===== src/rtl/rvw_pkg.sv =====
// Shared types and default widths for the ready/valid RAM writer.
// Latency: n/a (declarations only).
// Backpressure: n/a.
package rvw_pkg;

   localparam int DEF_DATA_WIDTH = 64;
   localparam int DEF_ADDR_WIDTH = 32;
   localparam int DEF_ADDR_STEP  = 4;
   localparam int CNT_WIDTH      = 32;

   typedef enum logic [1:0] {
      IDLE  = 2'd0,
      RUN   = 2'd1,
      FLUSH = 2'd2
   } rvw_state_t;

endpackage


===== src/rtl/rv_skid_buffer.sv =====
// Two-entry skid buffer; the head entry drives the RAM write port directly.
// Latency: a pushed word is visible at the head on the next cycle when the buffer was empty.
// Backpressure: the caller only pushes when a slot is free (or one is freed the same cycle); pop ignored when empty.
module rv_skid_buffer #(
   parameter int DATA_WIDTH = 64
) (
   input  logic                  i_clk,
   input  logic                  i_rst_n,
   input  logic                  i_push,
   input  logic [DATA_WIDTH-1:0] i_push_dat,
   input  logic                  i_pop,
   output logic                  o_vld,
   output logic [DATA_WIDTH-1:0] o_dat,
   output logic [1:0]            o_count
);

   logic [DATA_WIDTH-1:0] r_mem [0:1];
   logic                  r_wr_ptr;
   logic                  r_rd_ptr;
   logic [1:0]            r_count;
   logic                  w_push;
   logic                  w_pop;

   assign w_pop  = i_pop && (r_count != 2'd0);
   // When full, a simultaneous pop frees the slot being overwritten; the popped
   // value is read out before the edge replaces it.
   assign w_push = i_push && ((r_count != 2'd2) || w_pop);

   // Storage, pointers and occupancy; reset empties the buffer and zeroes data.
   always_ff @(posedge i_clk or negedge i_rst_n) begin
      if (!i_rst_n) begin
         for (int i = 0; i < 2; i++) begin
            r_mem[i] <= '0;
         end
         r_wr_ptr <= 1'b0;
         r_rd_ptr <= 1'b0;
         r_count  <= 2'd0;
      end else begin
         if (w_push) begin
            r_mem[r_wr_ptr] <= i_push_dat;
            r_wr_ptr        <= ~r_wr_ptr;
         end
         if (w_pop) begin
            r_rd_ptr <= ~r_rd_ptr;
         end
         case ({w_push, w_pop})
            2'b10:   r_count <= r_count + 2'd1;
            2'b01:   r_count <= r_count - 2'd1;
            default: r_count <= r_count;
         endcase
      end
   end

   assign o_vld   = (r_count != 2'd0);
   assign o_dat   = r_mem[r_rd_ptr];
   assign o_count = r_count;

endmodule


===== src/rtl/ready_valid_writer_with_wen.sv =====
// Streams NUM_WORDS upstream beats into RAM at BASE_ADDR + k*ADDR_STEP; optional WR_COUNT via RVW_WR_COUNT_EN.
// Latency: accepted beat drives WR_EN/WR_DATA one cycle later; DONE one cycle after the last commit.
// Backpressure: WR_STALL holds the write port stable; registered READY_OUT drops when the 2-entry skid buffer would fill.
module ready_valid_writer_with_wen
   import rvw_pkg::*;
#(
   parameter int DATA_WIDTH = DEF_DATA_WIDTH,
   parameter int ADDR_WIDTH = DEF_ADDR_WIDTH,
   parameter int ADDR_STEP  = DEF_ADDR_STEP
) (
   input  logic                  CLK,
   input  logic                  RSTN,
   input  logic                  START,
   input  logic [ADDR_WIDTH-1:0] BASE_ADDR,
   input  logic [CNT_WIDTH-1:0]  NUM_WORDS,
   input  logic [DATA_WIDTH-1:0] DATA_IN,
   input  logic                  VALID_IN,
   output logic                  READY_OUT,
   output logic                  WR_EN,
   output logic [ADDR_WIDTH-1:0] WR_ADDR,
   output logic [DATA_WIDTH-1:0] WR_DATA,
   input  logic                  WR_STALL,
   output logic                  BUSY,
   output logic                  DONE,
   output logic [CNT_WIDTH-1:0]  WR_COUNT
);

   rvw_state_t            r_state;
   logic                  r_ready;
   logic                  r_busy;
   logic                  r_done;
   logic [ADDR_WIDTH-1:0] r_wr_addr;
   logic [CNT_WIDTH-1:0]  r_num;
   logic [CNT_WIDTH-1:0]  r_acc_cnt;
   logic [CNT_WIDTH-1:0]  r_cmt_cnt;

   logic                  w_accept;
   logic                  w_commit;
   logic                  w_head_vld;
   logic [DATA_WIDTH-1:0] w_head_dat;
   logic [1:0]            w_count;
   logic [1:0]            w_count_nxt;
   logic [CNT_WIDTH-1:0]  w_acc_nxt;
   logic                  w_last_acc;
   logic                  w_last_cmt;

   assign w_accept   = VALID_IN && r_ready && (r_state == RUN);
   assign w_commit   = w_head_vld && !WR_STALL;
   assign w_acc_nxt  = r_acc_cnt + (w_accept ? CNT_WIDTH'(1) : CNT_WIDTH'(0));
   assign w_last_acc = w_accept && (r_acc_cnt == r_num - CNT_WIDTH'(1));
   assign w_last_cmt = w_commit && (r_cmt_cnt == r_num - CNT_WIDTH'(1));

   rv_skid_buffer #(
      .DATA_WIDTH (DATA_WIDTH)
   ) u_skid (
      .i_clk      (CLK),
      .i_rst_n    (RSTN),
      .i_push     (w_accept),
      .i_push_dat (DATA_IN),
      .i_pop      (w_commit),
      .o_vld      (w_head_vld),
      .o_dat      (w_head_dat),
      .o_count    (w_count)
   );

   // Occupancy after this edge, used to decide next cycle's registered ready.
   always_comb begin
      w_count_nxt = w_count;
      if (w_accept && !w_commit) begin
         w_count_nxt = w_count + 2'd1;
      end else if (!w_accept && w_commit) begin
         w_count_nxt = w_count - 2'd1;
      end
   end

   // Transfer FSM with registered ready/busy/done and the head-of-buffer write address.
   always_ff @(posedge CLK or negedge RSTN) begin
      if (!RSTN) begin
         r_state   <= IDLE;
         r_ready   <= 1'b0;
         r_busy    <= 1'b0;
         r_done    <= 1'b0;
         r_wr_addr <= '0;
         r_num     <= '0;
         r_acc_cnt <= '0;
         r_cmt_cnt <= '0;
      end else begin
         r_done <= 1'b0;
         // The address always belongs to the buffer head, so it advances only on commit.
         if (w_commit) begin
            r_cmt_cnt <= r_cmt_cnt + CNT_WIDTH'(1);
            r_wr_addr <= r_wr_addr + ADDR_WIDTH'(ADDR_STEP);
         end
         if (w_accept) begin
            r_acc_cnt <= w_acc_nxt;
         end
         case (r_state)
            IDLE: begin
               r_ready <= 1'b0;
               if (START) begin
                  if (NUM_WORDS == '0) begin
                     r_done <= 1'b1;
                  end else begin
                     r_state   <= RUN;
                     r_busy    <= 1'b1;
                     r_ready   <= 1'b1;
                     r_num     <= NUM_WORDS;
                     r_wr_addr <= BASE_ADDR;
                     r_acc_cnt <= '0;
                     r_cmt_cnt <= '0;
                  end
               end
            end
            RUN: begin
               if (w_last_acc) begin
                  r_state <= FLUSH;
                  r_ready <= 1'b0;
               end else begin
                  r_ready <= (w_count_nxt < 2'd2) && (w_acc_nxt < r_num);
               end
            end
            FLUSH: begin
               r_ready <= 1'b0;
               if (w_last_cmt) begin
                  r_state <= IDLE;
                  r_busy  <= 1'b0;
                  r_done  <= 1'b1;
               end
            end
            default: begin
               r_state <= IDLE;
               r_ready <= 1'b0;
               r_busy  <= 1'b0;
            end
         endcase
      end
   end

`ifdef RVW_WR_COUNT_EN
   logic [CNT_WIDTH-1:0] r_wr_count;

   // Free-running committed-write counter, cleared only by reset.
   always_ff @(posedge CLK or negedge RSTN) begin
      if (!RSTN) begin
         r_wr_count <= '0;
      end else if (w_commit) begin
         r_wr_count <= r_wr_count + CNT_WIDTH'(1);
      end
   end

   assign WR_COUNT = r_wr_count;
`else
   assign WR_COUNT = '0;
`endif

   assign READY_OUT = r_ready;
   assign WR_EN     = w_head_vld;
   assign WR_ADDR   = r_wr_addr;
   assign WR_DATA   = w_head_dat;
   assign BUSY      = r_busy;
   assign DONE      = r_done;

endmodule


===== config.mk =====
export PLATFORM = sky130hd
export DESIGN_NAME = ready_valid_writer_with_wen
export DESIGN_NICKNAME = d
export VERILOG_FILES = /design/src/rtl/rvw_pkg.sv /design/src/rtl/rv_skid_buffer.sv /design/src/rtl/ready_valid_writer_with_wen.sv
export SDC_FILE = /design/constraint.sdc
export NUM_CORES = 1
export LEC_CHECK = 0
export ABC_AREA = 1
export ABC_CLOCK_PERIOD_IN_PS = 5100
export BUFFER_PORTS_ARGS = -buffer_cell sky130_fd_sc_hd__buf_2
export CAP_MARGIN = 0
export CORE_UTILIZATION = 45
export CTS_CLUSTER_DIAMETER = 60
export CTS_CLUSTER_SIZE = 10
export DETAILED_ROUTE_END_ITERATION = 10
export PLACE_DENSITY = 0.66
export SLEW_MARGIN = 20
export SYNTH_ARGS = -nofsm -noshare
export SYNTH_HDL_FRONTEND = slang
export SYNTH_HIERARCHICAL = 1
export SYNTH_SLANG_ARGS = --single-unit

===== constraint.sdc =====
create_clock -name CLK -period 5.1 [get_ports CLK]
set_input_delay 0.255 -clock CLK [delete_from_list [all_inputs] [get_ports CLK]]
set_output_delay 0.255 -clock CLK [all_outputs]
set_load 0.1 [all_outputs]

# Yosys cells after proc, flatten, opt, wreduce, memory -nomap -nowiden
# Cells that the tools add are included.
# word_totals
inputBits,133
word_cells,102
out_inout_bits,132
register_bits,265
# classes
n_addsub,6
n_lt_le_gt_ge,5
eq_ne,11
reduce_logical,22
bitwise,6
n_mux,39
# op_table
op,n
32-bit 2-to-1 mux,12
64-bit 2-to-1 mux,4
128-bit bitwise mux,1
64-bit demux with 1-bit select,1
32-bit equality test,2
32-bit by 1-bit adder with 32-bit output,1
32-bit by 1-bit adder with 32-bit output (second input constant),1
32-bit by 3-bit adder with 32-bit output (second input constant),1
32-bit logical NOT,1
32-bit less-than comparator,1
32-bit by 1-bit subtractor with 32-bit output (second input constant),1
2-bit 2-to-1 mux,6
1-bit logical AND,11
1-bit 2-to-1 mux,10
2-bit inequality test (second input constant),5
4-bit AND reduction,2
2-bit one-hot mux with 3 select lines,1
2-bit by 1-bit equality test with 1-bit output (second input constant),2
2-bit equality test (second input constant),2
2-bit greater-or-equal comparator (second input constant),2
1-bit NOT,4
1-bit NOT with 2-bit output,2
1-bit one-hot mux with 2 select lines,2
2-bit one-hot mux with 2 select lines,1
10 further kinds,13

# Logic depth before layout (Yosys ltp)
# Gate-level depths: netlist (run 1).
# depth
ltp_word,10
mapped_depth,33
depth_no_buf,31

# Hierarchy
# The synthesis (run 1) kept the hierarchy.
# by_module_without_submodules
mod,cells_per_inst,area_per_inst_um2,n_inst,seq_area_each_um2
ready_valid_writer_with_wen,1500,10227.3,1,3328.2
rv_skid_buffer,802,6318.6,1,3303.2

# Least setup slack after synthesis (run 1)
# OpenSTA, ideal clock, no wires.
# synth_timing
path_kind,register to register
startpoint,register r_ready (netlist: READY_OUT)
endpoint,register r_ready (netlist: READY_OUT)
t_arrival_ns,4.561
path_slack_ns,0.471
stages_incl_launch_ff,31
synth_period_minus_slack_ns,4.629
n_path_buf,2
path_cell_list,dfrtp_1 -> nand3_1 -> inv_1 -> clkbuf_1 -> clkbuf_1 -> ha_1 -> nand2_2 -> nor2_2 -> nand3_2 -> nor3_4 -> inv_2 -> nor2_2 -> nand2_2 -> nor2_4 -> nand3_2 -> nand2_1 -> inv_1 -> nor2_1 -> inv_1 -> ha_1 -> a21oi_1 -> o21ai_0 -> nand3_1 -> nand2_1 -> nand2_1 -> a21oi_1 -> a211oi_1 -> nand2_1 -> nor2_1 -> nand3_1 -> nand2_1
# synth_via
elab_chain_len,10
# synth_lines
element,line_no,rtl
"start, declared",ready_valid_writer_with_wen.sv:29,logic r_ready;
"start signal, assigned",ready_valid_writer_with_wen.sv:119,r_ready <= (w_count_nxt < 2'd2) && (w_acc_nxt < r_num);
1-bit logical AND * (2 in series),ready_valid_writer_with_wen.sv:47,assign w_accept = VALID_IN && r_ready && (r_state == RUN);
net w_accept,ready_valid_writer_with_wen.sv:37,logic w_accept;
"parallel branches: the longest is 6 deep, another holds 32-bit by 1-bit adder with 32-bit output",-,
1-bit 2-to-1 mux *,ready_valid_writer_with_wen.sv:115,if (w_last_acc) begin
1-bit one-hot mux with 2 select lines *,ready_valid_writer_with_wen.sv:97,case (r_state)
# Mark *: on every way through the listed nets, which the timed path passes.
# A chain may end at the register's enable or synchronous reset.

# Worst setup path in the final report (run 1)
# layout_timing
startpoint,register r_state[1]
endpoint,register r_ready (netlist: READY_OUT)
# layout_via
elab_chain_len,10
# layout_lines
element,line_no,rtl
"start, declared",ready_valid_writer_with_wen.sv:28,rvw_state_t r_state;
"start signal, assigned",ready_valid_writer_with_wen.sv:79,r_state <= IDLE;
"start signal, assigned",ready_valid_writer_with_wen.sv:104,r_state <= RUN;
"start signal, assigned",ready_valid_writer_with_wen.sv:116,r_state <= FLUSH;
"parallel branches: the longest is 9 deep, another holds 32-bit by 1-bit adder with 32-bit output",-,
1-bit one-hot mux with 2 select lines *,ready_valid_writer_with_wen.sv:97,
# Every way passes the cells marked *.

==> results.cfg, run 1 <==
[run_status]
status = complete, no violations

[grt]
antenna_found_initial = 1
grt_overflow = 0
grt_pass1_wl_um = 85930
grt_usage = 0.2851
grt_pass1_vias = 16030
grt_max_degree = 134

[detailed_routing]
via_per_inst = 5.346
routedWlPerCell_um = 17.24
num_vias = 16530
first_pass_iters = 5
drc_errors = 0
ant_nets = 0
totalWireLength_um = 53320
drtIter0Drc = 1413

[power_and_ir_drop]
vdd_drop_max_mv = 0.3545
leakagePower_nw = 10.36
power.density_mw_per_mm2 = 711.1

[yosys]
synth_top_flop_cell = dfrtp_1
yosys.area.top_type_share = 0.4008
synth_top_family_by_area = simple AND/OR/NAND/NOR gates
synth.distinct_cells = 44
synth_edf_count = 0
synth.area.top_cells = dfrtp_1 (40%), nand2_1 (19%), nand4_1 (5.9%)
yosys.area_share.adder = 0.02798
synth_commonest_cells = nand2_1 (852), dfrtp_1 (265), inv_1 (185)
ys_ff_latch = 265
synth_top_cell_by_area = dfrtp_1
muxShareOfSynthArea = 0.0006806
synth_area_mm2 = 0.01655
ys_seq_area_frac = 0.4008
async_flop_share = 1.000
synth-compound-area-share = 0.05830
synth.most_common_cell = nand2_1
synth_xor_area_frac = 0.05165
yosys_warnings = 6
syn_inst = 2302
avgSynthCellArea_um2 = 7.188
yosys.area_share.simple = 0.3705

[worst_setup_path]
endpoint = READY_OUT$_DFF_PN0_
critPathMaxFanout = 3
cp.arrival_ns = 4.40
slowest_delay_ns = 0.38
cp-startpoint = r_state[1]$_DFFE_PN0P_
worstReg2RegStart = r_state[1]$_DFFE_PN0P_
critical_path.most_common_cell = nand2_1
start_kind = flip-flop
worstSetupPathType = reg2reg
required_ns = 5.49
reg2reg_depth = 30
rr_endpoint = READY_OUT$_DFF_PN0_
r2r_setup_slack_ns = 1.09
slowest_stage = dfrtp_1
end_kind = flip-flop

[floorplan]
die-width_um = 193.8
chipHeight_um = 193.8
core_area_mm2 = 0.03591
io_pins = 265
fp.dieArea_mm2 = 0.03754
start_util = 0.4607
rows = 69

[timing]
slew_violations = 0
finalSetupTns_ns = 0
period_minus_slack_ns = 4.013
fin_crit_sh = 0.7869
tightestPinTransition_ns = 0.9866
finalHoldViolations = 0
finalSetupViolCount = 0
fin_worst_skew_ns = 0.02421
clock.fmax_mhz = 249.2
rsz0062_at_grt = false
relSlewSlack = 0.3423

[layout]
drive_above_1_share = 0.1376
nets = 2785
area_growth_pct = 22.48
final_cell_area_mm2 = 0.02027

[cts]
tritoncts = built
cts.path.max_buffers = 3
clock_sinks = 265
clk_pin_slew_worst_paths_ns = 0.06
post_cts_resize_count = 0
cts_root_buf = clkbuf_16
cts_made_buffers = 37
cts-htree-levels = 2
clkLatencyLatePin_ns = 0.55

[place]
gp_congestion = 0.9610
numPortBuffers = 232
dp_hpwl_um = 36720
placed_area_mm2 = 0.01779

[job]
cap_violations = 0

[hold_path]
hp-class = in2reg
flip-flops by register name, summed over array words and instances, names as in the netlist:
register	flops
u_skid/r_mem	128
WR_ADDR	32
r_acc_cnt	32
r_cmt_cnt	32
r_num	32
r_state	2
u_skid/o_count	2
BUSY	1
DONE	1
READY_OUT	1
u_skid/r_rd_ptr	1
u_skid/r_wr_ptr	1
logic make-up after synthesis:
group | Yosys count
AND/OR/NAND/NOR | 1399
AO/OA/AOI/OAI | 185
adder cells (fa/ha/maj) | 37
buffers and inverters | 322
other | 1
flip-flops | 265
XOR/XNOR | 92
multiplexers | 1
cell usage in the layout (no fill, tap or decap), types with 8 or more instances in the layout:
master         count
nand2_1          852
conb_1            32
buf_4             15
ha_1              37
dfrtp_1          263
nor2_1           176
clkbuf_16         38
dlygate4sd3_1    127
nor3_1            42
nor4_1            20
xor2_1            76
a21oi_1           58
nand2_2            8
buf_2            231
inv_1            182
o21ai_0          104
xnor2_1           12
nand3_1           95
nor2_2            14
nand4_1          155
routing by layer:
layer,GRT usage,routed length (µm),vias to the layer above
li1,-,-,8038
met1,0.3908,23550,7771
met2,0.4577,24380,603
met3,0.04505,3748,118
met5,0,0,-
met4,0.09807,1637,0
worst max-delay path: cells and delay by family, from the launching register on:
family | cells | cell delay, ns
simple gates | 20 | 2.32
buf+inv | 7 | 0.52
fa+ha+maj | 3 | 0.63
flops | 1 | 0.38
where the power goes:
part	switching (W)	internal, W	total, W
combinational	0.00641	0.00171	0.00811
sequential	0.000765	0.00293	0.00369
clock	0.000984	0.00162	0.00261
total	0.00816	0.00626	0.0144
area by class of cell:
| class | count | area, µm² |
|---|---|---|
| clock inverter | 12 | 225.2 |
| fill | 3412 | 15650 |
| clock buffer | 42 | 975.9 |
| multi-input combinational | 1746 | 8561 |
| inverter | 190 | 715.7 |
| antenna | 1 | 2.502 |
| sequential | 265 | 6634 |
| tap | 461 | 576.8 |
| timing repair buffer | 375 | 2575 |
how the worst min path moves through the flow:
| stage | from | end | slack [ns] | depth (start not counted) |
|---|---|---|---|---|
| final | DATA_IN[11] | u_skid/r_mem[75]$_DFFE_PN0P_ | 0.007 | 3 |
| after global routing | DATA_IN[7] | u_skid/r_mem[71]$_DFFE_PN0P_ | 0.02 | 3 |
| after CTS | DATA_IN[11] | u_skid/r_mem[75]$_DFFE_PN0P_ | 0.0001 | 3 |
| after detailed placement | RSTN | u_skid/r_mem[66]$_DFFE_PN0P_ | 0.22 | 1 |
| after global placement | RSTN | u_skid/r_mem[66]$_DFFE_PN0P_ | 0.22 | 1 |
| after floorplan | RSTN | BUSY$_DFFE_PN0P_ | -0.04 | 0 |
per-stage QoR:
| stage | util | hold WS [ns] | setup WS (ns) | power [W] | std cells |
|---|---|---|---|---|---|
| 5_1_grt | 0.5643 | 0.01826 | 0.6011 | 0.01528 | 3092 |
| 3_5_place_dp | 0.4954 | 0.2214 | 1.123 | 0.01169 | 2910 |
| 4_1_cts | 0.5642 | 0.0001397 | 1.088 | 0.01442 | 3091 |
| 3_3_place_gp | 0.4954 | 0.2167 | 1.235 | 0.01160 | 2910 |
| 6_report | 0.5643 | 0.007373 | 1.087 | 0.01441 | 3092 |
| 2_1_floorplan | - | -0.04059 | 0.4710 | 0.01003 | 2333 |
what timing repair did:
item | in CTS | in global routing
endpoints found under the hold margin | 244 | 0
hold buffers | 127 | 0
setup buffers | 0 | 0
No activity file was read; power rests on OpenSTA's default activity.
==> inputs of run 2 (changes only) <==
--- a/config.mk
+++ b/config.mk
@@ -6,14 +6,14 @@
 export NUM_CORES = 1
 export LEC_CHECK = 0
 export ABC_AREA = 1
-export ABC_CLOCK_PERIOD_IN_PS = 5100
+export ABC_CLOCK_PERIOD_IN_PS = 3650
 export BUFFER_PORTS_ARGS = -buffer_cell sky130_fd_sc_hd__buf_2
 export CAP_MARGIN = 0
 export CORE_UTILIZATION = 45
 export CTS_CLUSTER_DIAMETER = 60
 export CTS_CLUSTER_SIZE = 10
 export DETAILED_ROUTE_END_ITERATION = 10
-export PLACE_DENSITY = 0.66
+export PLACE_DENSITY = 0.68
 export SLEW_MARGIN = 20
 export SYNTH_ARGS = -nofsm -noshare
 export SYNTH_HDL_FRONTEND = slang
==> constraint.sdc (replaced) <==
create_clock -name CLK -period 3.65 [get_ports CLK]
set_input_delay 0.1825 -clock CLK [delete_from_list [all_inputs] [get_ports CLK]]
set_output_delay 0.1825 -clock CLK [all_outputs]
set_load 0.1 [all_outputs]
==> results.cfg, run 2 (synthesis results as in run 1) <==
[power_and_ir_drop]
clkPwrFrac = 0.169
vdd_drop_max_mv = 0.6434
p_comb_frac = 0.575
leakagePower_nw = 10.50
internal_power_w = 0.008593
seqPwrFrac = 0.257
switching_power_w = 0.01139
power.density_mw_per_mm2 = 973.0
switching_share = 0.5700

[place]
numPortBuffers = 232
gp_congestion = 0.9585
dp_hpwl_um = 36230
dp_slack_ns = -0.1181

[floorplan]
fp.dieArea_mm2 = 0.03754
io_pins = 265
chipHeight_um = 193.8
start_util = 0.4607
rows = 69
core_area_mm2 = 0.03591
die-width_um = 193.8

[hold_path]
hp-class = in2async

[detailed_routing]
ant_nets = 0
num_vias = 16790
drc_errors = 0
drtIter0Drc = 1369
routedWlPerCell_um = 16.99
via_per_inst = 5.374
totalWireLength_um = 53070
first_pass_iters = 8

[worst_setup_path]
required_ns = 4.07
reg2reg_depth = 27
r2r_setup_slack_ns = -0.007
worstReg2RegStart = r_state[1]$_DFFE_PN0P_
rr_endpoint = READY_OUT$_DFF_PN0_
worstSetupPathType = reg2reg
endpoint = READY_OUT$_DFF_PN0_
cp-startpoint = r_state[1]$_DFFE_PN0P_
start_kind = flip-flop
end_kind = flip-flop
critPathMaxFanout = 3
cp.arrival_ns = 4.07

[run_status]
violations = setup timing
status = finished, violations left

[timing]
worst_slack_ns = -0.006965
clock.fmax_mhz = 273.5
whs_ns = 0.1874
period_minus_slack_ns = 3.657
fin_worst_skew_ns = 0.02231
finalHoldViolations = 0
rsz0062_at_grt = true
relSlewSlack = 0.4145
finalSetupViolCount = 1
tightestPinTransition_ns = 0.8783
slew_violations = 0
fin_crit_sh = 1.002

[layout]
nFillCells = 3401
nets = 2817
drive_above_1_share = 0.1503
area_growth_pct = 24.11
final_common_cell = nand2_1
top_register = u_skid/r_mem
largest_reg_flops = 128
fin_util = 0.5718
most-common-layout-cells = nand2_1 (850), dfrtp_1 (262), buf_2 (231)

[cts]
tritoncts = built
clock_sinks = 265
clkLatencyLatePin_ns = 0.55
clk_pin_slew_worst_paths_ns = 0.06
cts-htree-levels = 2
cts_root_buf = clkbuf_16
cts_made_buffers = 36
cts.path.max_buffers = 3

[job]
cap_violations = 0

[grt]
grt_pass1_wl_um = 85660
grt_max_degree = 131
antenna_found_initial = 1
grt_usage = 0.2839
grt_pass1_vias = 15980
grt_overflow = 0
## run 2: cell count changes in the layout (fill, tap and decap cells not counted), sizes merged
| cell | change |
|---|---|
| clkinv | +2 |
| buf | +29 |
| clkinvlp | +1 |
| inv | -1 |
| dlygate4sd3 | +4 |
| bufinv | -3 |
## run 2: power by group through the flow
stage | clock network [W] | logic (W) | registers, W
floorplan | 0 | 0.00817 | 0.00587
global placement | 0 | 0.0111 | 0.00509
detailed placement | 0 | 0.0113 | 0.00513
CTS | 0.00345 | 0.0114 | 0.00509
global route | 0.00355 | 0.0123 | 0.00527
finish | 0.00337 | 0.0115 | 0.00513
## run 2: through the flow
step           area (µm²)  total power [W]   TNS [ns]  std cells
2_1_floorplan       16720          0.01404   -0.02449       2333
5_1_grt             20540          0.02117    -0.2644       3124
3_5_place_dp        18070          0.01638    -0.1181       2937
6_report            20540          0.01998  -0.006965       3124
3_3_place_gp        18070          0.01624   -0.04302       2937
4_1_cts             20520          0.01995          0       3123
## run 2: layout make-up
type	instances	area, µm²	share of cell area
multi-input cells	1746	8622	0.4199
flip-flops and latches	265	6638	0.3232
repair buffers	408	2874	0.1400
clock buffers	42	963.4	0.04691
inverters	190	715.7	0.03485
well taps	461	576.8	0.02809
clock inverters	11	143.9	0.007007
diodes	1	2.502	0.0001219
## run 2: critical path, stage by stage (launching register included)
cell,delay [ns]
dfrtp_1,0.38
inv_1,0.07
nand2_1,0.06
inv_2,0.08
nand3_4,0.08
inv_4,0.07
ha_4,0.13
ha_1,0.17
nand2_1,0.07
nor2_2,0.12
nand3_2,0.13
nor2_4,0.14
nand3_1,0.11
nor2_1,0.15
nand4_1,0.15
nor2_1,0.13
nand2_1,0.07
xor2_1,0.16
ha_1,0.28
nand2_1,0.07
nor2_2,0.16
nand4_1,0.15
nor4_1,0.22
nand2_1,0.10
nand2_2,0.11
nor2_1,0.06
nand3_1,0.08
nand2_1,0.05
## run 2: layer usage
metal | share of wire | wire length [µm] | vias to the layer above | GRT usage
li1 | - | - | 8097 | -
met5 | 0 | 0 | - | 0
met4 | 0.036 | 1933 | 0 | 0.1153
met2 | 0.46 | 24320 | 654 | 0.4569
met3 | 0.070 | 3696 | 125 | 0.04401
met1 | 0.44 | 23120 | 7911 | 0.3825
## run 2: what timing repair did
| item | in CTS | in global routing |
|---|---|---|
| gates resized for setup | 6 | 3 |
| hold endpoints to repair | 262 | 0 |
| hold buffers | 131 | 0 |
| endpoints found under the setup margin | 1 | 1 |
| gates cloned | 0 | 0 |
| buffers inserted | 2 | 0 |
| pin swaps | 2 | 0 |
## run 2: how the worst min path moves through the flow
stage               slack, ns                          end  depth (start not counted)      from
floorplan               -0.11             BUSY$_DFFE_PN0P_                          0      RSTN
global placement         0.19  u_skid/r_mem[0]$_DFFE_PN0P_                          1      RSTN
detailed placement       0.19  u_skid/r_mem[0]$_DFFE_PN0P_                          1      RSTN
CTS                      0.18       r_acc_cnt[0]$_DFF_PN0_                          6  VALID_IN
global route             0.24       r_acc_cnt[0]$_DFF_PN0_                          6  VALID_IN
finish                   0.19  u_skid/r_mem[0]$_DFFE_PN0P_                          2      RSTN
